--- config.mk ---
export PLATFORM = sky130hd
export DESIGN_NAME = sdc_wb_timeout
export DESIGN_NICKNAME = d
export VERILOG_FILES = /design/src/rtl/sdc_wb_timeout.sv
export SDC_FILE = /design/constraint.sdc
export NUM_CORES = 1
export LEC_CHECK = 0
export ABC_AREA = 1
export CORE_AREA = 5 5 114 116
export CTS_CLUSTER_DIAMETER = 60
export DETAILED_ROUTE_END_ITERATION = 10
export DIE_AREA = 0 0 119 121
export PLACE_DENSITY_LB_ADDON = 0.2
export SLEW_MARGIN = 15
export SYNTH_ARGS = -nofsm -noshare
export SYNTH_HDL_FRONTEND = slang
export SYNTH_SLANG_ARGS = --single-unit
--- constraint.sdc ---
create_clock -name aclk -period 2.9 [get_ports aclk]
set_input_delay 0.58 -clock aclk [delete_from_list [all_inputs] [get_ports aclk]]
set_output_delay 0.58 -clock aclk [all_outputs]
set_load 0.01 [all_outputs]
--- src/rtl/sdc_wb_timeout.sv ---
`default_nettype none
// sdc_wb_timeout: zero-latency classic-Wishbone watchdog. A strobed request left
// unanswered for TIMEOUT cycles is aborted and terminated upstream with an error.
module sdc_wb_timeout #(
  parameter int AW      = 30,
  parameter int DW      = 32,
  parameter int TIMEOUT = 256
) (
  input  logic            aclk,
  input  logic            aresetn,
  input  logic            s_cyc,
  input  logic            s_stb,
  input  logic            s_we,
  input  logic [AW-1:0]   s_adr,
  input  logic [DW-1:0]   s_dat_i,
  input  logic [DW/8-1:0] s_sel,
  output logic            s_ack,
  output logic            s_err,
  output logic [DW-1:0]   s_dat_o,
  output logic            m_cyc,
  output logic            m_stb,
  output logic            m_we,
  output logic [AW-1:0]   m_adr,
  output logic [DW-1:0]   m_dat_o,
  output logic [DW/8-1:0] m_sel,
  input  logic            m_ack,
  input  logic            m_err,
  input  logic [DW-1:0]   m_dat_i,
  output logic            to_pulse,
  output logic [15:0]     to_count,
  output logic [AW-1:0]   to_adr,
  output logic            to_we
);

  typedef enum logic {
    ST_PASS  = 1'b0,
    ST_ABORT = 1'b1
  } state_e;

  localparam logic [15:0] WCNT_LAST = 16'(TIMEOUT - 1);

  state_e          state_q, state_d;
  logic [15:0]     wcnt_q, wcnt_d;
  logic [15:0]     to_count_q, to_count_d;
  logic [AW-1:0]   to_adr_q, to_adr_d;
  logic            to_we_q, to_we_d;
  logic            to_pulse_q, to_pulse_d;

  logic            w_req;
  logic            w_abort;
  logic            w_hit;

  assign w_req   = s_cyc & s_stb;
  assign w_abort = (state_q == ST_ABORT);
  // A termination on the last allowed cycle beats the timeout.
  assign w_hit   = ~w_abort & w_req & ~m_ack & ~m_err & (wcnt_q == WCNT_LAST);

  always_comb begin
    state_d    = ST_PASS;
    wcnt_d     = wcnt_q + 16'd1;
    to_count_d = to_count_q;
    to_adr_d   = to_adr_q;
    to_we_d    = to_we_q;
    to_pulse_d = w_hit;
    if (~w_req | m_ack | m_err | w_abort) begin
      wcnt_d = 16'd0;
    end
    if (w_hit) begin
      state_d  = ST_ABORT;
      to_adr_d = s_adr;
      to_we_d  = s_we;
      if (to_count_q != 16'hFFFF) begin
        to_count_d = to_count_q + 16'd1;
      end
    end
  end

  always_ff @(posedge aclk or negedge aresetn) begin
    if (!aresetn) begin
      state_q    <= ST_PASS;
      wcnt_q     <= 16'd0;
      to_count_q <= 16'd0;
      to_adr_q   <= '0;
      to_we_q    <= 1'b0;
      to_pulse_q <= 1'b0;
    end else begin
      state_q    <= state_d;
      wcnt_q     <= wcnt_d;
      to_count_q <= to_count_d;
      to_adr_q   <= to_adr_d;
      to_we_q    <= to_we_d;
      to_pulse_q <= to_pulse_d;
    end
  end

  assign m_cyc    = s_cyc & ~w_abort;
  assign m_stb    = s_stb & ~w_abort;
  assign m_we     = s_we;
  assign m_adr    = s_adr;
  assign m_dat_o  = s_dat_i;
  assign m_sel    = s_sel;
  assign s_dat_o  = m_dat_i;
  assign s_err    = w_abort | (m_err & m_cyc);
  assign s_ack    = ~w_abort & m_ack & m_cyc & ~m_err;

  assign to_pulse = to_pulse_q;
  assign to_count = to_count_q;
  assign to_adr   = to_adr_q;
  assign to_we    = to_we_q;

endmodule
`default_nettype wire
==> results of run 1 <==
final timing paths:
check                                from           to  depth (start not counted)
worst max-delay path                s_cyc        s_ack                          4
worst min-delay path              aresetn   to_adr[14]                          2
worst max register to register  wcnt_q[0]    to_adr[2]                          9
worst min register to register  wcnt_q[0]    wcnt_q[0]                          1
max in group asynchronous         aresetn  to_count[0]                          2
min in group aclk               wcnt_q[0]    wcnt_q[0]                          1
state kept, by name, summed over array words and instances (netlist names):
register	flops
wcnt_q	16
state_q	1
to_adr	30
to_we	1
to_count	16
synthesized netlist by cell type:
master,instances
a21oi_1,7
a22oi_1,1
a31oi_1,1
and3_1,1
buf_2,2
buf_4,102
buf_6,1
clkbuf_1,3
dfrtp_1,64
ha_1,2
inv_1,32
inv_2,2
nand2_1,200
nand2_2,2
nand3_1,10
nand3_2,2
nand3_4,1
nand4_1,7
nor2_1,43
nor2_2,4
nor2_4,1
nor3_1,5
o21a_1,1
o21ai_0,10
xnor2_1,4
xor2_1,3
cell type report:
class	count	area, sq um	area share
inverter	34	128	0.0270
clock buffer	9	225	0.0476
sequential	64	1600	0.338
tap	147	184	0.0388
multi-input combinational	305	1320	0.278
timing repair buffer	122	1210	0.255
clock inverter	7	71.3	0.0151
routing by layer:
layer,up-vias,track usage,wire (microns)
met5,-,0,0
met1,1375,0.161,4030
li1,1528,-,-
met2,126,0.209,4310
met3,32,0.0531,882
met4,0,0.0615,278
report_power, final:
part           internal [W]  switching, W  leakage, nW
Combinational     0.0000862     0.0000603         1.19
Sequential         0.000894   0.000000293        0.894
Clock              0.000664      0.000409        0.138
per-stage QoR:
stage,instance area (sq um),util,setup WS [ns],instances,total power (W)
global route,4730,0.401,0.336,688,0.00221
floorplan,3840,-,1.37,511,0.00106
CTS,4730,0.401,0.446,688,0.00215
finish,4730,0.401,0.459,688,0.00211
detailed placement,4440,0.376,0.459,672,0.00106
global placement,4440,0.376,0.417,672,0.00106
worst max-delay path: cells and delay by family:
| kind | cells | cell delay, ns |
|---|---|---|
| AND/OR/NAND/NOR | 2 | 0.25 |
| buffers and inverters | 2 | 1.03 |
kinds of logic (layout without fill, tap and decap cells):
group           Yosys count  after routing  share of synthesized area
simple gates            276            276                      0.292
buf+inv                 142            172                      0.241
flops                    64             64                      0.417
compound gates           20             20                     0.0277
xor+xnor                  7              7                     0.0160
fa+ha+maj                 2              2                    0.00651
==> summary.md, run 1 <==
| Metric | Value |
|---|---|
| Status | finished, final reports clean |
| Fin Clk Skew | roughly 0.008 ns |
| Commonest non-fill, non-tap cell in the layout | nand2_1 |
| Yosys Warn Count | 0 |
| Most area-hungry cell type in the Yosys netlist | dfrtp_1 |
| Total GRT Usage | 0.134 |
| Register area share after synthesis | 0.417 |
| I/O Buffers | 119 |
| CTS sink count | 64 |
| Slowest cell on crit path | clkdlybuf4s50_1 |
| WL per Instance | between 10 and 15 microns |
| Top cells by area, synth | dfrtp_1, buf_4, nand2_1, nor2_1, inv_1 |
| Unrepaired setup endpoints after global routing | false |
| Row cnt | 40 |
| DP Wirelength | 6870 microns |
| Critical-path cell list | clkdlybuf4s50_1 -> nand3_1 -> nor2_1 -> clkdlybuf4s50_1 |
| Initial antenna violation count | 0 |
| Pwr Density | 447 mW/mm^2 |
| Final Hold Vio Count | 0 |
| DRT Pass-1 Iters | 4 |
| Starting Density | 0.325 |
| Min Hold Slack | approximately 0.43 ns |
| Post-synthesis average cell area | around 7.5 sq um |
| Worst slew pin tran | roughly 0.82 ns |
| Cell Area, Synth | between 0.003 and 0.004 sq mm |
| Postcts setup bufs | 0 |
| Most frequent CP cell | clkdlybuf4s50_1 |
| Final period utilization | 0.842 |
| Hold crit path type | in -> async |
| Worst path max stage delay | between 0.5 and 0.6 ns |
| Die ar. | ~0.014 sq mm |
| First-pass GRT wire length | approximately 16000 microns |
| Slew margin rel. | 0.452 |
| Nets | about 640 |
| Die Span Y | roughly 120 microns |
| Top cell type's share of synthesized area | 0.417 |
| R2R Setup Slk | 1.00 ns |
| Clk_lat worst skew | 0.33 ns |
| Total grt overflow | 0 |
| Most frequent cells in the layout | nand2_1, clkdlybuf4s50_1, dfrtp_1 |
| Routability cong. | just over 0.8 |
| # fillers | between 1000 and 1500 |
| H-tree levels | 3 |
| Vias in the first global route | 3173 |
| Via Count | 3061 |
| VDD IR max | 0.000229 V |
| Min Tclk post-route | between 2 and 2.5 ns |
| Critical path startpoint category | input pin |
| Share of cells above drive strength 1 | 0.0591 |
| Static leakage | around 2.2 nW |
| Routed Wire Length | roughly 9500 microns |
| Post-synth cell types | 26 |
| CP Class | in -> out |
| Largest net degree at the start of global routing | 65 |
| Remaining DRCs | 0 |
| Inserted Clock Buffers | 9 |
| Fmax | just over 0.4 GHz |
| CTS clk-pin slew, worst paths | approximately 0.060 ns |
| Die X | 119 microns |
| DRT iter0 DRCs | 89 |
| Core ar. | between 0.01 and 0.015 sq mm |
| CTS Root Cell | clkbuf_16 |
| Critical Path Sink Type | output pin |
| CTS tree | done |
| Crit path max fanout | 2 |
| Area grow syn2layout | 23.2% |
| Post-Synthesis Net Count | around 600 |
| Vias/cell | between 4 and 5 |
| Setup tns final | 0 ns |
| Arrival time worst endpoint | 1.86 ns |
| Clk buf depth | 2 |
| Post-Synthesis Cells | slightly above 500 |
| Finish-stage setup viols | 0 |
| Slew Viols, Final | 0 |
| Post-DRT Antenna Nets | 0 |
| FF+latch count, synth | between 60 and 70 |
| WP data required | around 2.3 ns |
| ANT cells | 0 |
| Hold_buf cts | 0 |
| Cts repair resizes | 0 |
| Total of max-cap violations | 0 |
| I/O Pins | around 260 |
No activity file was read; power rests on OpenSTA's default activity.
==> run 2: changes to the inputs <==
- clock period: 2.9 -> 2.1 ns (I/O delays scaled with it)
==> summary.md, run 2 (synthesis results as in run 1) <==
| Metric | Value |
|---|---|
| Status | finished, final reports clean |
| Min Tclk post-route | 2.02 ns |
| Slowest cell on crit path | clkdlybuf4s50_1 |
| Vias/cell | ~4.4 |
| Clk buf depth | 2 |
| Inserted Clock Buffers | 9 |
| Most frequent cells in the layout | nand2_1, clkdlybuf4s50_1, dfrtp_1 |
| Slew Viols, Final | 0 |
| Largest register FFs | 30 |
| Total of max-cap violations | 0 |
| I/O Pins | around 260 |
| Post-DRT Antenna Nets | 0 |
| RR Startpoint | wcnt_q[0] |
| Fin Clk Skew | between 0.005 and 0.006 ns |
| Setup tns final | 0 ns |
| Static leakage | 2.27 nW |
| Die ar. | 0.0144 sq mm |
| Routed Wire Length | 9120 microns |
| Critical path startpoint category | input pin |
| Critical-path cell list | clkdlybuf4s50_1 -> inv_1 -> nor2_1 -> clkdlybuf4s50_1 |
| Final period utilization | 0.962 |
| CP endpoint | m_cyc |
| DRT iter0 DRCs | 83 |
| I/O Buffers | ~120 |
| Largest net degree at the start of global routing | between 60 and 70 |
| First-pass GRT wire length | 14800 microns |
| Finish-stage setup viols | 0 |
| H-tree levels | 3 |
| Critical Path Sink Type | output pin |
| CTS clk-pin slew, worst paths | 0.05 ns |
| Unrepaired setup endpoints after global routing | false |
| Nets | approximately 650 |
| Worst slew pin tran | about 0.44 ns |
| Routability cong. | slightly below 0.8 |
| CTS Root Cell | clkbuf_16 |
| DP Wirelength | roughly 6800 microns |
| RR Endpoint | to_count[9] |
| Commonest non-fill, non-tap cell in the layout | nand2_1 |
| Via Count | between 3000 and 4000 |
| CTS tree | done |
| ANT cells | 0 |
| Starting Density | 0.325 |
| Reg2reg path depth | 9 |
| Most frequent CP cell | clkdlybuf4s50_1 |
| Arrival time worst endpoint | about 1.6 ns |
| Crit path max fanout | 2 |
| Total GRT Usage | 0.127 |
| Worst path max stage delay | between 0.5 and 0.6 ns |
| Worst setup path startpoint | s_cyc |
| DRT Pass-1 Iters | 4 |
| Pwr Density | just under 600 mW/mm^2 |
| Final instance area | between 0.004 and 0.005 sq mm |
| Initial antenna violation count | 0 |
| Fmax | approximately 0.50 GHz |
| R2R Setup Slk | approximately 0.42 ns |
| Cell area after placement | around 0.0045 sq mm |
| Area grow syn2layout | 24.4% |
| CP Class | in -> out |
| WL per Instance | about 13 microns |
| Final Hold Vio Count | 0 |
| Vias in the first global route | between 3000 and 4000 |
| CTS sink count | 64 |
| Clk_lat worst skew | between 0.3 and 0.4 ns |
| Total grt overflow | 0 |
| Row cnt | 40 |
| Die Span Y | approximately 120 microns |
| Core ar. | ~0.012 sq mm |
| WP data required | ~1.7 ns |
| Slew margin rel. | 0.704 |
| Hold crit path type | in -> async |
| Remaining DRCs | 0 |
| Postcts setup bufs | 0 |
| Share of cells above drive strength 1 | 0.0624 |
| VDD IR max | a little under 0.0003 V |
| Die X | between 100 and 150 microns |
-- run 2: cell count changes in the layout (fill, tap and decap cells not counted), sizes merged, moves of 2 or more --
cell,delta
clkbuf,+5
clkdlybuf4s50,-2
buf,+6
clkinv,-2
clkinvlp,-3
-- run 2: power by group --
part	total (W)	internal (W)	leakage, nW	switching [W]
clock network	0.00138	0.000882	0.135	0.000495
registers	0.00124	0.00124	0.894	0.000000429
logic	0.000203	0.000121	1.24	0.0000817
total	0.00282	0.00224	2.27	0.000577
-- run 2: area by class of cell --
type	instances	area, sq um
Clock buffer	14	274
Fill cell	1238	7030
Inverter	34	128
Multi-Input combinational cell	305	1320
Sequential cell	64	1600
Tap cell	147	184
Timing Repair Buffer	128	1280
-- run 2: routing by layer --
metal,part of all wire,track usage
met5,0,0
met4,0.029,0.0637
met3,0.099,0.0578
met2,0.45,0.199
met1,0.42,0.146
-- run 2: worst min-delay path by stage --
stage,from,endpoint
floorplan,aresetn,state_q
detailed placement,wcnt_q[0],wcnt_q[0]
finish,aresetn,to_adr[13]
global route,aresetn,to_adr[13]
CTS,aresetn,to_adr[3]
global placement,wcnt_q[0],wcnt_q[0]
-- run 2: repair_timing --
| action | CTS | global route |
|---|---|---|
| pin swaps | 0 | 0 |
| endpoints found under the hold margin | 0 | 0 |
| hold buffers | 0 | 0 |
| setup endpoints to repair | 1 | 1 |
| cloned | 0 | 0 |
| gates resized for setup | 1 | 1 |
-- run 2: per-stage QoR --
step | setup slack [ns] | cells | hold slack [ns] | utilization | power (W)
floorplan | 0.574 | 511 | 0.124 | - | 0.00146
global placement | -0.0317 | 678 | 0.445 | 0.382 | 0.00147
detailed placement | -0.0513 | 678 | 0.459 | 0.382 | 0.00147
CTS | 0.00242 | 692 | 0.119 | 0.405 | 0.00286
global route | 0.0364 | 692 | 0.134 | 0.405 | 0.00294
finish | 0.0804 | 692 | 0.0959 | 0.405 | 0.00282
-- run 2: critical path: cells and delay by family --
kind | cells | cell delay, ns
buffers and inverters | 3 | 1.08
AND/OR/NAND/NOR | 1 | 0.10
